--- src/rtl/fetch_pkg.sv ---
// Shared types and opcode constants for the instruction fetch sequencer.
// Used by fetch_sequencer and fetch_pc_unit.
package fetch_pkg;

    typedef enum logic [2:0] {
        IDLE  = 3'd0,
        REQ   = 3'd1,
        ISSUE = 3'd2,
        FLUSH = 3'd3,
        HALT  = 3'd4
    } fetch_state_t;

    localparam logic [5:0] OPC_CTRL = 6'b111111;
    localparam logic [5:0] OPC_JUMP = 6'b101010;

    localparam logic [1:0] CTRL_END   = 2'b00;
    localparam logic [1:0] CTRL_RSVD  = 2'b01;
    localparam logic [1:0] CTRL_START = 2'b10;
    localparam logic [1:0] CTRL_STOP  = 2'b11;

    localparam int CTRL_SIG_WIDTH = 19;

    // Control sub-codes that keep fetching sequentially after the control word
    function automatic logic ctrl_advances(input logic [1:0] sub_code);
        return (sub_code == CTRL_START) || (sub_code == CTRL_RSVD);
    endfunction

endpackage

--- src/rtl/fetch_pc_unit.sv ---
// Program counter register: load from start/jump target or step by PC_STEP.
// Wraps modulo 2^ADDR_WIDTH.
module fetch_pc_unit
    import fetch_pkg::*;
#(
    parameter int ADDR_WIDTH = 16,
    parameter int PC_STEP    = 4
) (
    input  logic                  clock,
    input  logic                  reset,
    input  logic                  load,
    input  logic [ADDR_WIDTH-1:0] load_addr,
    input  logic                  inc,
    output logic [ADDR_WIDTH-1:0] pc
);

    always_ff @(posedge clock or posedge reset) begin
        if (reset) begin
            pc <= '0;
        end else if (load) begin
            pc <= load_addr;
        end else if (inc) begin
            pc <= pc + ADDR_WIDTH'(PC_STEP);
        end
    end

endmodule

--- src/rtl/fetch_sequencer.sv ---
// Instruction fetch sequencer: PC ownership, memory req/ack, issue to decode, control/jump handling.
// Optional FETCH_PERF_CNT_EN adds issued/stall performance counters.
//
// state | meaning
// IDLE  | stopped after reset or end control word; waits for start_in
// REQ   | mem_req_out held at PC until mem_ack_in
// ISSUE | instruction held on ins_out until decode accepts
// FLUSH | after a jump word; waits for jump_in or timer expiry
// HALT  | stopped by stop control word; waits for start_in
module fetch_sequencer
    import fetch_pkg::*;
#(
    parameter int BUS_WIDTH  = 32,
    parameter int ADDR_WIDTH = 16,
    parameter int PC_STEP    = 4,
    parameter int JUMP_WAIT  = 3
) (
    input  logic                      clock,
    input  logic                      reset,
    input  logic                      start_in,
    input  logic [ADDR_WIDTH-1:0]     start_addr_in,
    output logic                      mem_req_out,
    output logic [ADDR_WIDTH-1:0]     mem_addr_out,
    input  logic                      mem_ack_in,
    input  logic [BUS_WIDTH-1:0]      mem_data_in,
    output logic                      ins_valid_out,
    output logic [BUS_WIDTH-1:0]      ins_out,
    input  logic                      ins_ready_in,
    input  logic                      jump_in,
    input  logic [ADDR_WIDTH-1:0]     jump_addr_in,
    output logic                      ctrl_valid_out,
    output logic [CTRL_SIG_WIDTH-1:0] ctrl_signal_out,
    output logic                      halted_out,
`ifdef FETCH_PERF_CNT_EN
    output logic [31:0]               issued_cnt_out,
    output logic [31:0]               stall_cnt_out,
`endif
    output logic                      busy_out
);

    localparam int TIMER_WIDTH = (JUMP_WAIT > 1) ? $clog2(JUMP_WAIT) : 1;

    fetch_state_t            state_q;
    fetch_state_t            state_d;
    logic [TIMER_WIDTH-1:0]  timer_q;
    logic [ADDR_WIDTH-1:0]   pc;
    logic                    pc_load;
    logic [ADDR_WIDTH-1:0]   pc_load_addr;
    logic                    pc_inc;

    logic [5:0] mem_opcode;
    logic [1:0] mem_sub_code;
    logic [5:0] ins_opcode;
    logic       mem_take;
    logic       mem_is_ctrl;
    logic       issue_take;

    assign mem_opcode   = mem_data_in[BUS_WIDTH-1 -: 6];
    assign mem_sub_code = mem_data_in[25:24];
    assign ins_opcode   = ins_out[BUS_WIDTH-1 -: 6];
    assign mem_take     = (state_q == REQ) && mem_ack_in;
    assign mem_is_ctrl  = (mem_opcode == OPC_CTRL);
    assign issue_take   = (state_q == ISSUE) && ins_ready_in;

    fetch_pc_unit #(
        .ADDR_WIDTH (ADDR_WIDTH),
        .PC_STEP    (PC_STEP)
    ) u_pc (
        .clock     (clock),
        .reset     (reset),
        .load      (pc_load),
        .load_addr (pc_load_addr),
        .inc       (pc_inc),
        .pc        (pc)
    );

    always_ff @(posedge clock or posedge reset) begin
        if (reset) begin
            state_q <= IDLE;
        end else begin
            state_q <= state_d;
        end
    end

    always_comb begin
        state_d = state_q;
        case (state_q)
            IDLE, HALT: begin
                if (start_in) state_d = REQ;
            end
            REQ: begin
                if (mem_ack_in) begin
                    if (mem_is_ctrl) begin
                        case (mem_sub_code)
                            CTRL_STOP: state_d = HALT;
                            CTRL_END:  state_d = IDLE;
                            default:   state_d = REQ;
                        endcase
                    end else begin
                        state_d = ISSUE;
                    end
                end
            end
            ISSUE: begin
                if (ins_ready_in) state_d = (ins_opcode == OPC_JUMP) ? FLUSH : REQ;
            end
            FLUSH: begin
                // jump_in on the expiry cycle also lands here, with the jump target loaded
                if (jump_in || (timer_q == '0)) state_d = REQ;
            end
            default: state_d = IDLE;
        endcase
    end

    always_comb begin
        mem_req_out   = (state_q == REQ);
        ins_valid_out = (state_q == ISSUE);
        halted_out    = (state_q == HALT);
        busy_out      = (state_q != IDLE) && (state_q != HALT);
        pc_load       = (((state_q == IDLE) || (state_q == HALT)) && start_in)
                        || ((state_q == FLUSH) && jump_in);
        pc_load_addr  = (state_q == FLUSH) ? jump_addr_in : start_addr_in;
        pc_inc        = (mem_take && mem_is_ctrl && ctrl_advances(mem_sub_code)) || issue_take;
    end

    assign mem_addr_out = pc;

    always_ff @(posedge clock or posedge reset) begin
        if (reset) begin
            ins_out         <= '0;
            ctrl_signal_out <= '0;
            ctrl_valid_out  <= 1'b0;
        end else begin
            ctrl_valid_out <= 1'b0;
            if (mem_take) begin
                if (mem_is_ctrl) begin
                    ctrl_signal_out <= mem_data_in[25:7];
                    ctrl_valid_out  <= (mem_sub_code != CTRL_RSVD);
                end else begin
                    ins_out <= mem_data_in;
                end
            end
        end
    end

    // Down-counter preloaded outside FLUSH so FLUSH lasts exactly JUMP_WAIT cycles
    always_ff @(posedge clock or posedge reset) begin
        if (reset) begin
            timer_q <= '0;
        end else if (state_q != FLUSH) begin
            timer_q <= TIMER_WIDTH'(JUMP_WAIT - 1);
        end else if (timer_q != '0) begin
            timer_q <= timer_q - 1'b1;
        end
    end

`ifdef FETCH_PERF_CNT_EN
    logic perf_clear;
    logic stall_cycle;

    assign perf_clear  = ((state_q == IDLE) || (state_q == HALT)) && start_in;
    assign stall_cycle = ((state_q == REQ) && !mem_ack_in) || ((state_q == ISSUE) && !ins_ready_in);

    always_ff @(posedge clock or posedge reset) begin
        if (reset) begin
            issued_cnt_out <= '0;
            stall_cnt_out  <= '0;
        end else if (perf_clear) begin
            issued_cnt_out <= '0;
            stall_cnt_out  <= '0;
        end else begin
            if (issue_take && (issued_cnt_out != '1)) issued_cnt_out <= issued_cnt_out + 1'b1;
            if (stall_cycle && (stall_cnt_out != '1)) stall_cnt_out <= stall_cnt_out + 1'b1;
        end
    end
`endif

endmodule

--- config.mk ---
export PLATFORM = sky130hd
export DESIGN_NAME = fetch_sequencer
export DESIGN_NICKNAME = d
export VERILOG_FILES = /design/src/rtl/fetch_pkg.sv /design/src/rtl/fetch_pc_unit.sv /design/src/rtl/fetch_sequencer.sv
export SDC_FILE = /design/constraint.sdc
export NUM_CORES = 1
export LEC_CHECK = 0
export ABC_AREA = 1
export BUFFER_PORTS_ARGS = -buffer_cell sky130_fd_sc_hd__buf_4
export CAP_MARGIN = 40
export CORE_MARGIN = 2
export CORE_UTILIZATION = 53
export DETAILED_ROUTE_END_ITERATION = 10
export PLACE_DENSITY = 0.86
export SKIP_LAST_GASP = 1
export SYNTH_ARGS = -nofsm -noshare
export SYNTH_HDL_FRONTEND = slang
export SYNTH_HIERARCHICAL = 1
export SYNTH_SLANG_ARGS = --single-unit
--- constraint.sdc ---
create_clock -name clock -period 2.9 [get_ports clock]
set_clock_uncertainty 0.2 [all_clocks]
set_input_delay 0.29 -clock clock [delete_from_list [all_inputs] [get_ports clock]]
set_output_delay 0.29 -clock clock [all_outputs]
set_load 0.05 [all_outputs]
## After elaboration in Yosys (flattened, before gate mapping)

Cells that the tools add are included.

| cells by class | value |
|---|---|
| add/subtract/negate cells | 2 |
| $mul | 0 |
| div/mod/pow operators | 0 |
| order comparisons | 0 |
| eq/ne operators | 16 |
| shift-type cells | 0 |
| mux-type cells | 15 |
| bitwise operators | 1 |
| reductions and logical operators | 23 |

Operators by type and width:

| kind | count |
|---|---|
| $mux 16 | 3 |
| $add 16x3->16 const B | 1 |
| $mux 3 | 5 |
| $eq 6x6->1 const B | 2 |
| $pmux 3 s4 | 1 |
| $logic_and 1x1->1 | 7 |
| $eq 3x2->1 const B | 2 |
| $mux 2 | 3 |
| $ne 2x1->1 const B | 3 |
| $pmux 3 s2 | 1 |
| $reduce_bool 2->1 | 3 |
| $logic_or 1x1->1 | 5 |
| $eq 2x2->1 const B | 2 |
| $logic_not 2->1 | 2 |
| $ne 2x2->1 const B | 2 |
| $reduce_and 2->1 | 2 |
| $reduce_and 4->1 | 1 |
| $eq 3x1->1 const B | 1 |
| $eq 3x3->1 const B | 1 |
| $logic_not 3->1 | 1 |
| $ne 3x2->1 const B | 1 |
| $ne 3x3->1 const B | 1 |
| $reduce_bool 3->1 | 1 |
| $eq 2x1->1 const B | 1 |
| other kinds (4) | 5 |

| storage, ports and cells | value |
|---|---|
| bits in registers | 73 |
| latch bits | 0 |
| memory bits (writable) | 0 |
| memory bits (read-only) | 0 |
| output and inout port bits | 72 |
| word-level logic and storage cells | 63 |
| memories kept | 0 |

## Logic depth before layout (Yosys ltp)

| logic depth | value |
|---|---|
| depth after elaboration | 7 |
| mapped depth | 13 |
| gate-level depth less buffers | 10 |

## Cells and area by module

The synthesis kept the hierarchy.

By module, submodules not included:

| module | times used | cells each | area each (µm²) | sequential area each (µm²) |
|---|---|---|---|---|
| fetch_sequencer | 1 | 322 | 2,600.0 | 1,426.4 |
| fetch_pc_unit | 1 | 129 | 1,003.5 | 400.4 |

## Least setup slack after synthesis

Ideal clock, no wire load.

| timing | value |
|---|---|
| kind | register to register |
| from | register state_q[2] |
| to | register u_pc.pc[6] |
| arrival | 1,953 ps |
| required time | 2,577 ps |
| setup slack | 624 ps |
| cell stages (with the launch flop) | 10 |
| cells stage by stage | dfrtp_1 -> inv_2 -> nand2_1 -> nor2_1 -> nand2_1 -> o21ai_1 -> nor2_2 -> buf_2 -> a22oi_1 -> nand2_1 |

RTL lines:

| element | RTL line | source |
|---|---|---|
| start, declared | fetch_sequencer.sv:43 | `fetch_state_t state_q;` |
| start signal, assigned | fetch_sequencer.sv:81 | `state_q <= state_d;` |
| $eq 3x2->1 | n/a |  |
| net ins_valid_out | fetch_sequencer.sv:26 | `output logic ins_valid_out,` |
| $logic_and 1x1->1 | fetch_sequencer.sv:63 | `assign issue_take = (state_q == ISSUE) && ins_ready_in;` |
| $logic_or 1x1->1 | fetch_sequencer.sv:123 | `pc_inc = (mem_take && mem_is_ctrl && ctrl_advances(mem_sub_code)) \|\| issue_take;` |
| net pc_inc | fetch_sequencer.sv:49 | `logic pc_inc;` |
| $reduce_bool 2->1 (no line) | n/a |  |
| end signal, assigned | fetch_pc_unit.sv:21 | `pc <= load_addr;` |
| end signal, assigned | fetch_pc_unit.sv:23 | `pc <= pc + ADDR_WIDTH'(PC_STEP);` |
| end, declared | fetch_pc_unit.sv:14 | `output logic [ADDR_WIDTH-1:0] pc` |

The timed path passes the listed nets, and every way through them passes these cells.
A chain may end at the register's enable or synchronous reset.

## Worst setup path in the final report

| timing | value |
|---|---|
| from | register state_q[2] |
| to | register u_pc.pc[15] |

RTL lines:

| element | RTL line | source |
|---|---|---|
| $eq 3x3->1 or $logic_not 3->1 (tied branches) | fetch_sequencer.sv:120 | `pc_load = (((state_q == IDLE) \|\| (state_q == HALT)) && start_in)` |
| $logic_or 1x1->1 | fetch_sequencer.sv:120 |  |
| $logic_and 1x1->1 | fetch_sequencer.sv:120 |  |
| $logic_or 1x1->1 (*) | fetch_sequencer.sv:121 | `\|\| ((state_q == FLUSH) && jump_in);` |
| net pc_load | fetch_sequencer.sv:47 | `logic pc_load;` |
| $mux 16 or $reduce_bool 2->1 (tied branches) | n/a |  |

Mark *: on every way through the listed nets, which the timed path passes. The rest lies on a longest branch.

==> metrics.cfg <==
[flow_run]
drv_cap=0

[global_route]
grt_pass1_wl_um=17060
antenna_found_initial=0
globalRouteOverflowTotal=0
grt_pass1_vias=3677
grt_max_degree=53
grt_usage_pct=29.25

[die]
die_h_um=86.46
die_area_um2=7474
io_pins=142
initial_core_util_pct=53.93
core-area_um2=6681
placementRows=30
die_width_um=86.46

[power]
ir_drop_uv=855.6
p_leak_uw=0.002812
total_power_uw=5911
powerDensity_nw_per_um2=1144

[clock_tree]
cts_root_buf=clkbuf_8
cts.htree.levels=3
path_clk_slew_ns=0.09
clk_latency_ns=0.35
clkSinkCount=73
cts_buffer_depth=2
postCtsSetupBuffers=0
numCtsBuffers=9
cts_tree=built

[critical_path]
cp_top_family=simple AND/OR/NAND/NOR gates
cp_cell_sequence=inv_2, nand3_2, inv_1, nand2_1, o21ai_1, buf_4, nor2_2, a22oi_1, nand2_1
regToRegSetupSlack_ns=0.58
path_max_fanout=18
slowest_delay_ns=0.41
critPathSlowestCell=dfrtp_1
crit_path_start_kind=flop
criticalPathCategory=reg2reg
cp.arrival_ns=2.36
crit_top_cell=nand2_1
cp_num_buf_inv=3
crit_required_ns=2.94
crit_path_end_kind=flop

[sta]
tightest_slew_ns=0.6529
slew_violations=0
slew_headroom_pct=56.43
hold_viol_final=0
fmax_mhz=430.2
setup_tns_ns=0
hold_slack_ns=0.004075
setup_violations=0
layout_setup_ws_ns=0.5755
fin_crit_ns=2.325
rsz0062_at_grt=no
fin_crit_sh_pct=80.16

[final_layout]
drive_above_1_share_pct=29.79
diodes=0
utilization_pct=77.34
fin_nets=690
layout-area-overhead-vs-synth_pct=43.40

[outcome]
status=finished clean

[yosys]
synth-seq-cells=73
yosysTopAreaCell=dfrtp_1
yosysSeqAreaShare_pct=50.69
yosysWarningCount=6
synth_cells=451
synth_commonest_cells=175 x nand2_1, 73 x dfrtp_1, 42 x inv_1
ys_types=26
synthArstFlopShare_pct=100.0
yosysMostFrequentCell=nand2_1
synth-edff-count=0
syn_nets=525
postSynthAreaPerCell_um2=7.990
synth_top_area_share_pct=50.69
netlist_top_cells_area=dfrtp_1 51%, nand2_1 18%, inv_1 4.4%, nand3_1 3.9%, o21ai_1 3.5%
synth_ff_type=dfrtp_1
syn_area_um2=3603

[routing]
detail_route.drc_violations=0
avgViaCountPerCell=5.198
num_vias=3644
wl_per_cell_um=15.09
antenna_left=0
first_pass_iters=4
drtIter0Drc=205
routed_wl_um=10580

[place]
port_buffers=141
place_ws_ns=0.6138
dp_hpwl_um=7010
gp_congestion=0.9028

[worst_hold_path]
hold_class=in2reg

## where the power goes
| part | leakage (uW) | internal (uW) | total [uW] | switching [uW] |
|---|---|---|---|---|
| Clock | 0.000103 | 414 | 848 | 434 |
| Sequential | 0.000930 | 1410 | 1750 | 345 |
| Combinational | 0.00178 | 988 | 3310 | 2320 |
| Total | 0.00281 | 2810 | 5910 | 3100 |
## routing by layer
layer,wire (um),GRT usage (%)
met1,4144,34.90
met5,0,0
met2,5501,50.07
met4,216,10.23
met3,714,9.143
## tightest hold or removal path: stages
cell and delay (ns):
buf_4 0.10, inv_1 0.05, o21ai_1 0.07
## flip-flops by register name, summed over array words and instances (netlist names)
signal           count
u_pc/pc             16
ctrl_signal_out     19
state_q              3
timer_q              2
ctrl_valid_out       1
ins_out             32
## layout make-up
class | count | area (um2)
inverter | 46 | 172.7
clock buffer | 9 | 123.9
clock inverter | 7 | 83.83
timing repair buffer | 172 | 1366
fill | 455 | 1514
sequential | 73 | 1827
tap | 80 | 100.1
multi-input combinational | 314 | 1494
## cells by family (layout without fill, tap and decap cells)
kind of cell,count (synthesis),in the layout,synth area share (%)
simple gates,244,244,29.03
flops,73,73,50.69
buf+inv,64,234,7.847
compound gates,60,60,9.583
xor+xnor,6,6,1.458
fa+ha+maj,4,4,1.389
## final timing paths
path                                 start             endpoint  cells after the start
min in group asynchronous            reset   ctrl_signal_out[8]                      3
hold / removal             mem_data_in[19]          ins_out[19]                      3
setup / recovery                state_q[2]          u_pc/pc[15]                      9
hold reg to reg                 u_pc/pc[1]           u_pc/pc[1]                      2
setup reg to reg                state_q[2]          u_pc/pc[15]                      9
max in group asynchronous            reset  ctrl_signal_out[17]                      4
## layout by cell type, fill, tap and decap left out, drive strengths merged
cell,synthesis,routed
nand2,179,179
buf,15,147
dfrtp,73,73
inv,46,50
o21ai,43,43
nand3,31,31
dlygate4sd3,0,25
nor2,23,23
a22oi,11,11
clkbuf,3,9
nand4,7,7
xor2,6,6
ha,4,4
o211ai,2,2
a21oi,2,2
or2,2,2
o21bai,2,2
nor4,1,1
nor3,1,1
bufinv,0,1
clkinvlp,0,1
clkinv,0,1
## per-stage QoR
| stage | instances | instance area [um2] |
|---|---|---|
| 3_3_place_gp | 660 | 4710 |
| 6_report | 701 | 5167 |
| 4_1_cts | 700 | 5157 |
| 3_5_place_dp | 660 | 4710 |
| 2_1_floorplan | 451 | 3603 |
| 5_1_grt | 701 | 5167 |
## timing repair
action,CTS,global route
gates resized for setup,0,0
hold buffers,24,1
hold endpoints to repair,61,1
Note: power is estimated with default switching activity, not from simulation.
